===== config.mk =====
export PLATFORM = sky130hd
export DESIGN_NAME = gt_usplus_qpll_reset_sequencer
export DESIGN_NICKNAME = d
export VERILOG_FILES = /design/src/rtl/gt_usplus_qpll_reset_sequencer.sv
export SDC_FILE = /design/constraint.sdc
export NUM_CORES = 1
export LEC_CHECK = 0
export BUFFER_PORTS_ARGS = -buffer_cell sky130_fd_sc_hd__clkbuf_2
export CAP_MARGIN = 10
export CORE_MARGIN = 10
export CORE_UTILIZATION = 40
export DETAILED_ROUTE_END_ITERATION = 6
export GPL_TIMING_DRIVEN = 0
export PLACE_DENSITY = 0.66
export SYNTH_ARGS = -nofsm -noshare
export SYNTH_HDL_FRONTEND = slang
export SYNTH_SLANG_ARGS = --single-unit

===== constraint.sdc =====
create_clock -name clk -period 3.5 [get_ports clk]
set_input_delay 0.35 -clock clk [delete_from_list [all_inputs] [get_ports clk]]
set_output_delay 0.35 -clock clk [all_outputs]
set_load 0.005 [all_outputs]

===== src/rtl/gt_usplus_qpll_reset_sequencer.sv =====
// QPLL0 reset sequencer for one or two GTYE4_COMMON quads: pulses reset, waits for
// lock, debounces it, retries on timeout and re-initialises on loss of lock.
module gt_usplus_qpll_reset_sequencer #(
    parameter int unsigned N_COMMON            = 2,
    parameter int unsigned RESET_HOLD_CYCLES   = 256,
    parameter int unsigned LOCK_TIMEOUT_CYCLES = 1048576,
    parameter int unsigned LOCK_STABLE_CYCLES  = 1024,
    parameter int unsigned MAX_RETRIES         = 3,
    parameter int unsigned AUTO_START          = 1
) (
    input  logic                             clk,
    input  logic                             rst_n,
    input  logic                             start,
    input  logic [N_COMMON-1:0]              qpll0lock,
    output logic [N_COMMON-1:0]              qpll0reset,
    output logic [N_COMMON-1:0]              qpll1reset,
    output logic                             all_locked,
    output logic                             fail,
    output logic [$clog2(MAX_RETRIES+1)-1:0] retry_count,
    output logic [7:0]                       lol_count,
    output logic [2:0]                       state
);

    localparam int unsigned RETRY_W = $clog2(MAX_RETRIES + 1);
    localparam int unsigned MAX_HT  = (RESET_HOLD_CYCLES > LOCK_TIMEOUT_CYCLES) ?
                                      RESET_HOLD_CYCLES : LOCK_TIMEOUT_CYCLES;
    localparam int unsigned CNT_MAX = (MAX_HT > LOCK_STABLE_CYCLES) ? MAX_HT : LOCK_STABLE_CYCLES;
    localparam int unsigned CNT_W   = (CNT_MAX > 1) ? $clog2(CNT_MAX) : 1;

    typedef enum logic [2:0] {
        S_IDLE   = 3'd0,
        S_RESET  = 3'd1,
        S_WAIT   = 3'd2,
        S_STABLE = 3'd3,
        S_LOCKED = 3'd4,
        S_FAIL   = 3'd5
    } state_e;

    state_e               state_q;
    state_e               state_d;
    logic [CNT_W-1:0]     cnt_q;
    logic                 cnt_clr;
    logic [RETRY_W-1:0]   retry_d;
    logic [7:0]           lol_d;
    logic [N_COMMON-1:0]  lock_meta;
    logic [N_COMMON-1:0]  lock_sync;
    logic                 lock_all;

    // Two-flop synchroniser per COMMON; lock is only trusted when every quad reports it
    always_ff @(posedge clk or negedge rst_n) begin
        if (!rst_n) begin
            lock_meta <= '0;
            lock_sync <= '0;
        end else begin
            lock_meta <= qpll0lock;
            lock_sync <= lock_meta;
        end
    end

    assign lock_all = &lock_sync;

    always_ff @(posedge clk or negedge rst_n) begin
        if (!rst_n) begin
            state_q <= S_IDLE;
        end else begin
            state_q <= state_d;
        end
    end

    // Next state; start overrides every other transition
    always_comb begin
        state_d = state_q;
        retry_d = retry_count;
        lol_d   = lol_count;
        cnt_clr = 1'b0;
        if (start) begin
            state_d = S_RESET;
            retry_d = '0;
        end else begin
            case (state_q)
                S_IDLE: begin
                    if (AUTO_START != 0) begin
                        state_d = S_RESET;
                    end
                end
                S_RESET: begin
                    if (cnt_q == CNT_W'(RESET_HOLD_CYCLES - 1)) begin
                        state_d = S_WAIT;
                    end
                end
                S_WAIT: begin
                    if (lock_all) begin
                        state_d = S_STABLE;
                    end else if (cnt_q == CNT_W'(LOCK_TIMEOUT_CYCLES - 1)) begin
                        if (retry_count < RETRY_W'(MAX_RETRIES)) begin
                            retry_d = retry_count + RETRY_W'(1);
                            state_d = S_RESET;
                        end else begin
                            state_d = S_FAIL;
                        end
                    end
                end
                S_STABLE: begin
                    if (!lock_all) begin
                        state_d = S_WAIT;
                    end else if (cnt_q == CNT_W'(LOCK_STABLE_CYCLES - 1)) begin
                        state_d = S_LOCKED;
                    end
                end
                S_LOCKED: begin
                    if (!lock_all) begin
                        if (lol_count != 8'hFF) begin
                            lol_d = lol_count + 8'd1;
                        end
                        retry_d = '0;
                        state_d = S_RESET;
                    end
                end
                S_FAIL: begin
                    state_d = S_FAIL;
                end
                default: begin
                    state_d = S_IDLE;
                end
            endcase
        end
        cnt_clr = start || (state_d != state_q);
    end

    // Shared phase counter: restarts on every state entry, runs only in timed states
    always_ff @(posedge clk or negedge rst_n) begin
        if (!rst_n) begin
            cnt_q <= '0;
        end else if (cnt_clr) begin
            cnt_q <= '0;
        end else if (state_q inside {S_RESET, S_WAIT, S_STABLE}) begin
            cnt_q <= cnt_q + CNT_W'(1);
        end
    end

    // Outputs decoded from the next state so they move on the same edge as the state
    always_ff @(posedge clk or negedge rst_n) begin
        if (!rst_n) begin
            qpll0reset  <= '1;
            qpll1reset  <= '1;
            all_locked  <= 1'b0;
            fail        <= 1'b0;
            retry_count <= '0;
            lol_count   <= '0;
        end else begin
            qpll0reset  <= {N_COMMON{state_d inside {S_IDLE, S_RESET, S_FAIL}}};
            qpll1reset  <= '1;
            all_locked  <= (state_d == S_LOCKED);
            fail        <= (state_d == S_FAIL);
            retry_count <= retry_d;
            lol_count   <= lol_d;
        end
    end

    assign state = state_q;

endmodule

; ---- Word level (Yosys, flattened, before mapping)
; Index checks and enable logic that the tools add are counted.
[totals]
regBits = 40
inputBits = 5
out_inout_bits = 19
elab_cells = 59
[op_classes]
n_addsub = 3
order_cmp = 1
n_eq_ne = 17
muxes = 17
bitwise = 2
n_reduce_logical = 10
[ops]
columns = operator, n
row1 = 20-bit 2-to-1 mux, 2
row2 = 3-bit 2-to-1 mux, 8
row3 = "20-bit by 1-bit adder with 20-bit output, second input constant", 1
row4 = "20-bit by 10-bit equality test with 1-bit output, second input constant", 1
row5 = "20-bit equality test, second input constant", 1
row6 = "20-bit by 8-bit equality test with 1-bit output, second input constant", 1
row7 = 3-bit case mux with 6 select lines, 1
row8 = "3-bit equality test, second input constant", 4
row9 = "3-bit != test, second input constant", 4
row10 = 2-bit 2-to-1 mux, 5
row11 = 3-bit nonzero test, 3
row12 = "8-bit by 1-bit adder with 8-bit output, second input constant", 1
row13 = "8-bit != test, second input constant", 1
row14 = "3-bit by 1-bit equality test with 1-bit output, second input constant", 2
row15 = "3-bit by 2-bit equality test with 1-bit output, second input constant", 2
row16 = 3-bit logical NOT, 2
row17 = 5-bit AND reduction, 1
row18 = 2-bit case mux with 2 select lines, 1
row19 = 4-bit AND reduction, 1
row20 = 3-bit != test, 1
row21 = "2-bit by 1-bit adder with 2-bit output, second input constant", 1
row22 = "2-bit less-than comparator, second input constant", 1
row23 = 1-bit NOT, 2
row24 = 2-bit AND reduction, 1
row25 = 2 further kinds, 2

; ---- Longest topological paths before layout
[logic_depth]
depth_word = 9
depth_mapped = 7
depth_no_buf = 6

; ---- Worst setup path before layout
; No wires, ideal clock.
[synth_timing]
path_kind = reg2reg
startpoint = register state_q[0], in the netlist state[0]
endpoint = register cnt_q[18]
setup_time_ps = 89
arrival_time_ps = 2272
required_ps = 3411
slack_ps = 1140
path_stages_with_launch = 8
path_buffers = 2
path_cell_list = dfrtp_1 clkbuf_1 nand2b_1 or4_4 o221a_4 or4_4 buf_6 a211oi_2
[synth_via]
elab_chain_len = 7
elab_cells_between_ends = 19
[synth_rtl]
columns = element, line_no
row1 = start: declaration, 39  ; state_e state_q;
row2 = start signal: assignment, 66  ; state_q <= state_d;
row3 = "3-bit 2-to-1 mux, on equally long branches", "106, 94"
row4 = "3-bit 2-to-1 mux, on equally long branches", "104, 92"
row5 = 3-bit case mux with 6 select lines, 80  ; case (state_q)
row6 = 3-bit 2-to-1 mux, 76  ; if (start) begin
row7 = 3-bit != test, 127  ; cnt_clr = start || (state_d != state_q);
row8 = 1-bit logical OR, 127
row9 = 20-bit 2-to-1 mux or 2-bit nonzero test (tied branches), --
row10 = end signal: assignment, 137  ; cnt_q <= cnt_q + CNT_W'(1);
row11 = end: declaration, 41  ; logic [CNT_W-1:0] cnt_q;
; Several ways; a longest one is shown, not always the timed one.
; A chain may end at the register's enable or synchronous reset.

; ---- Worst setup path in the final report
[layout_timing]
startpoint = register state_q[0], in the netlist state[0]
endpoint = register cnt_q[1]
; The elaborated chain is that of the path after synthesis.

==> metrics.md <==
| Metric | Value |
|---|---|
| Status | `completed` |
| Initial DRT Pass Iterations | `4` |
| Largest net degree at the start of global routing | `41` |
| Worst path required time | `3.71 ns` |
| Min-Delay Path Class | `in2reg` |
| Reg2reg path depth | `7` |
| Antenna-violating nets left | `0` |
| Max-slew violation count | `0` |
| Cts bufs inserted | `5` |
| Core Box Area | `0.00544 mm²` |
| # port buffers | `20` |
| Max Cap Violations | `0` |
| ANT cells | `0` |
| Final WL | `4.37 mm` |
| DIE WIDTH | `94.6 µm` |
| CTS clk-pin slew, worst paths | `0.08 ns` |
| Crit end category | `register` |
| Mapped Cells | `205` |
| Drt drc | `0` |
| Top cells by area, synth | `dfrtp_1, a211oi_2, xor2_1` |
| Min cycle time layout | `2.57 ns` |
| Cts repair resizes | `0` |
| RSZ-0062 raised after global routing | `false` |
| Final nets | `241` |
| Std-Cell Rows | `27` |
| Syn-to-layout area delta | `13.7%` |
| Top cell type's share of synthesized area | `0.439` |
| Critical path fanouts, max | `10` |
| Period Utilization, post-route | `0.735` |
| Post-CTS Hold Buffers | `0` |
| Initial antenna violation count | `0` |
| Post-synth top area cell | `dfrtp_1` |
| Most frequent cells in the layout | `dfrtp_1, a211oi_2, clkbuf_2` |
| Clock Path Buffers | `2` |
| Setup_tns | `0 ns` |
| Cell Pwr Density | `349 mW/mm²` |
| GR Util All Layers | `0.107` |
| Initial DRC count | `88` |
| P_leak | `1.06 nW` |
| Total number of vias | `1625` |
| CTS root buf | `clkbuf_8` |
| Clk sink count | `40` |
| Clk Latency, worst-skew pair | `0.30 ns` |
| Synth unique cells | `46` |
| Relative slew margins | `0.334` |
| Worst-Margin Slew | `1.00 ns` |
| # setup viols final | `0` |
| Dpl hpwl | `3.15 mm` |
| WHS Path Cells | `1` |
| Initial core utilization | `0.409` |
| Register area share after synthesis | `0.451` |
| Setup Skew | `0.00868 ns` |
| Worst EP arrival | `2.78 ns` |
| Peak VDD IR | `0.183 mV` |
| CTS tree | `yes` |
| H-Tree Depth | `2` |
| Post-CTS Setup Bufs | `0` |
| Critical path class | `reg2reg` |
| Die area | `0.00894 mm²` |
| Ports | `24` |
| Post-Syn Area | `0.00222 mm²` |
| Vias in the first global route | `1620` |
| Number of synthesized register bits | `40` |
| Overall power | `0.882 mW` |
| Total gr overflow | `0` |
| Highest clock rate | `389 MHz` |
| Die Y | `94.6 µm` |
| Drt via density | `5.31` |
| First-pass GRT wire length | `7.78 mm` |
| CP Launch Type | `register` |
| Final hold vios | `0` |
| Layout cell share with drive strength beyond 1 | `0.269` |
| Mean Syn Cell Area | `10.9 µm²` |
| Placer Congestion | `0.781` |
| Warnings from Yosys | `0` |
| Commonest non-fill, non-tap cell in the layout | `dfrtp_1` |
| Wire length per cell | `14.3 µm` |
## sequential cells by signal (all words and copies together) (netlist names)
| name | count |
|---|---|
| qpll0reset | 1 |
| cnt_q | 20 |
| lol_count | 8 |
| retry_count | 2 |
| fail | 1 |
| state | 3 |
| lock_sync | 2 |
| lock_meta | 2 |
| all_locked | 1 |
## final cells by class
type / instances / area (µm²)
plain buffers: 13 / 77.6
flip-flops and latches: 40 / 1000
clock buffers: 5 / 68.8
inverters: 8 / 30.0
multi-input cells: 145 / 1120
clock inverters: 3 / 42.5
repair buffers: 20 / 100
well taps: 72 / 90.1
fillers: 532 / 2910
## critical path, stage by stage, from the launching register on
cell,delay (ns)
dfrtp_1,0.35
clkbuf_1,0.31
nand2b_1,0.17
or4_4,0.44
o221a_4,0.28
or4_4,0.53
buf_6,0.18
a211oi_2,0.21
## power by group
group	internal [mW]	total, mW	switching [mW]
clock	0.211	0.375	0.164
combinational	0.0109	0.0348	0.0239
sequential	0.468	0.472	0.00451
## layer usage
| metal | GRT usage | vias up | wire [µm] |
|---|---|---|---|
| met5 | 0 | - | 0 |
| met1 | 0.140 | 784 | 2110 |
| li1 | - | 802 | - |
| met4 | 0.0449 | 0 | 92 |
| met3 | 0.0278 | 9 | 229 |
| met2 | 0.163 | 30 | 1940 |
## worst paths after layout
path,startpoint,end,slack (ns)
worst max-delay path,state[0]$_DFF_PN0_,cnt_q[1]$_DFFE_PN0P_,0.93
worst min-delay path,qpll0lock[0],lock_meta[0]$_DFF_PN0_,0.16
worst max register to register,state[0]$_DFF_PN0_,cnt_q[1]$_DFFE_PN0P_,0.93
worst min register to register,lock_meta[0]$_DFF_PN0_,lock_sync[0]$_DFF_PN0_,0.36
max in group asynchronous,rst_n,cnt_q[1]$_DFFE_PN0P_,2.67
min in group asynchronous,rst_n,cnt_q[6]$_DFFE_PN0P_,0.20
## metrics by stage
stage / setup WS [ns] / hold WS, ns / instance area [µm²] / util / cells
finish: 0.928 / 0.158 / 2530 / 0.465 / 306
floorplan: 1.14 / 0.0544 / 2230 / - / 206
global placement: 0.969 / 0.352 / 2420 / 0.445 / 298
detailed placement: 0.947 / 0.347 / 2420 / 0.445 / 298
global route: 0.726 / 0.147 / 2530 / 0.465 / 306
CTS: 0.933 / 0.153 / 2530 / 0.465 / 306
## Yosys cell counts (all sizes together)
cell type	count
nand2b	2
o21ai	3
xor2	16
dfstp	1
and2	4
nand4b	2
nor2	14
or3	1
conb	1
a41o	1
a31o	1
or4	2
and3	4
o221a	1
a32oi	1
inv	8
ha	3
clkbuf	5
mux2	1
nand3b	1
o211ai	1
o31ai	1
nand2	8
nor3b	1
nand4	11
a221oi	1
a211oi	21
dfrtp	39
xnor2	10
o211a	1
o21bai	1
nor4	5
nor3	7
and4b	1
a2bb2oi	1
buf	8
a21oi	2
nand3	11
mux2i	1
a41oi	2
## logic make-up (layout without fill, tap and decap cells)
kind of cell | after synthesis | count (layout) | share of synthesized area
buf+inv | 21 | 49 | 0.0484
mux | 2 | 2 | 0.00956
other cells | 1 | 2 | 0.00169
flops | 40 | 40 | 0.451
simple gates | 74 | 74 | 0.192
fa+ha+maj | 3 | 3 | 0.0169
xor+xnor | 26 | 26 | 0.102
compound gates | 38 | 38 | 0.179
No activity file was read; power rests on OpenSTA's default activity.
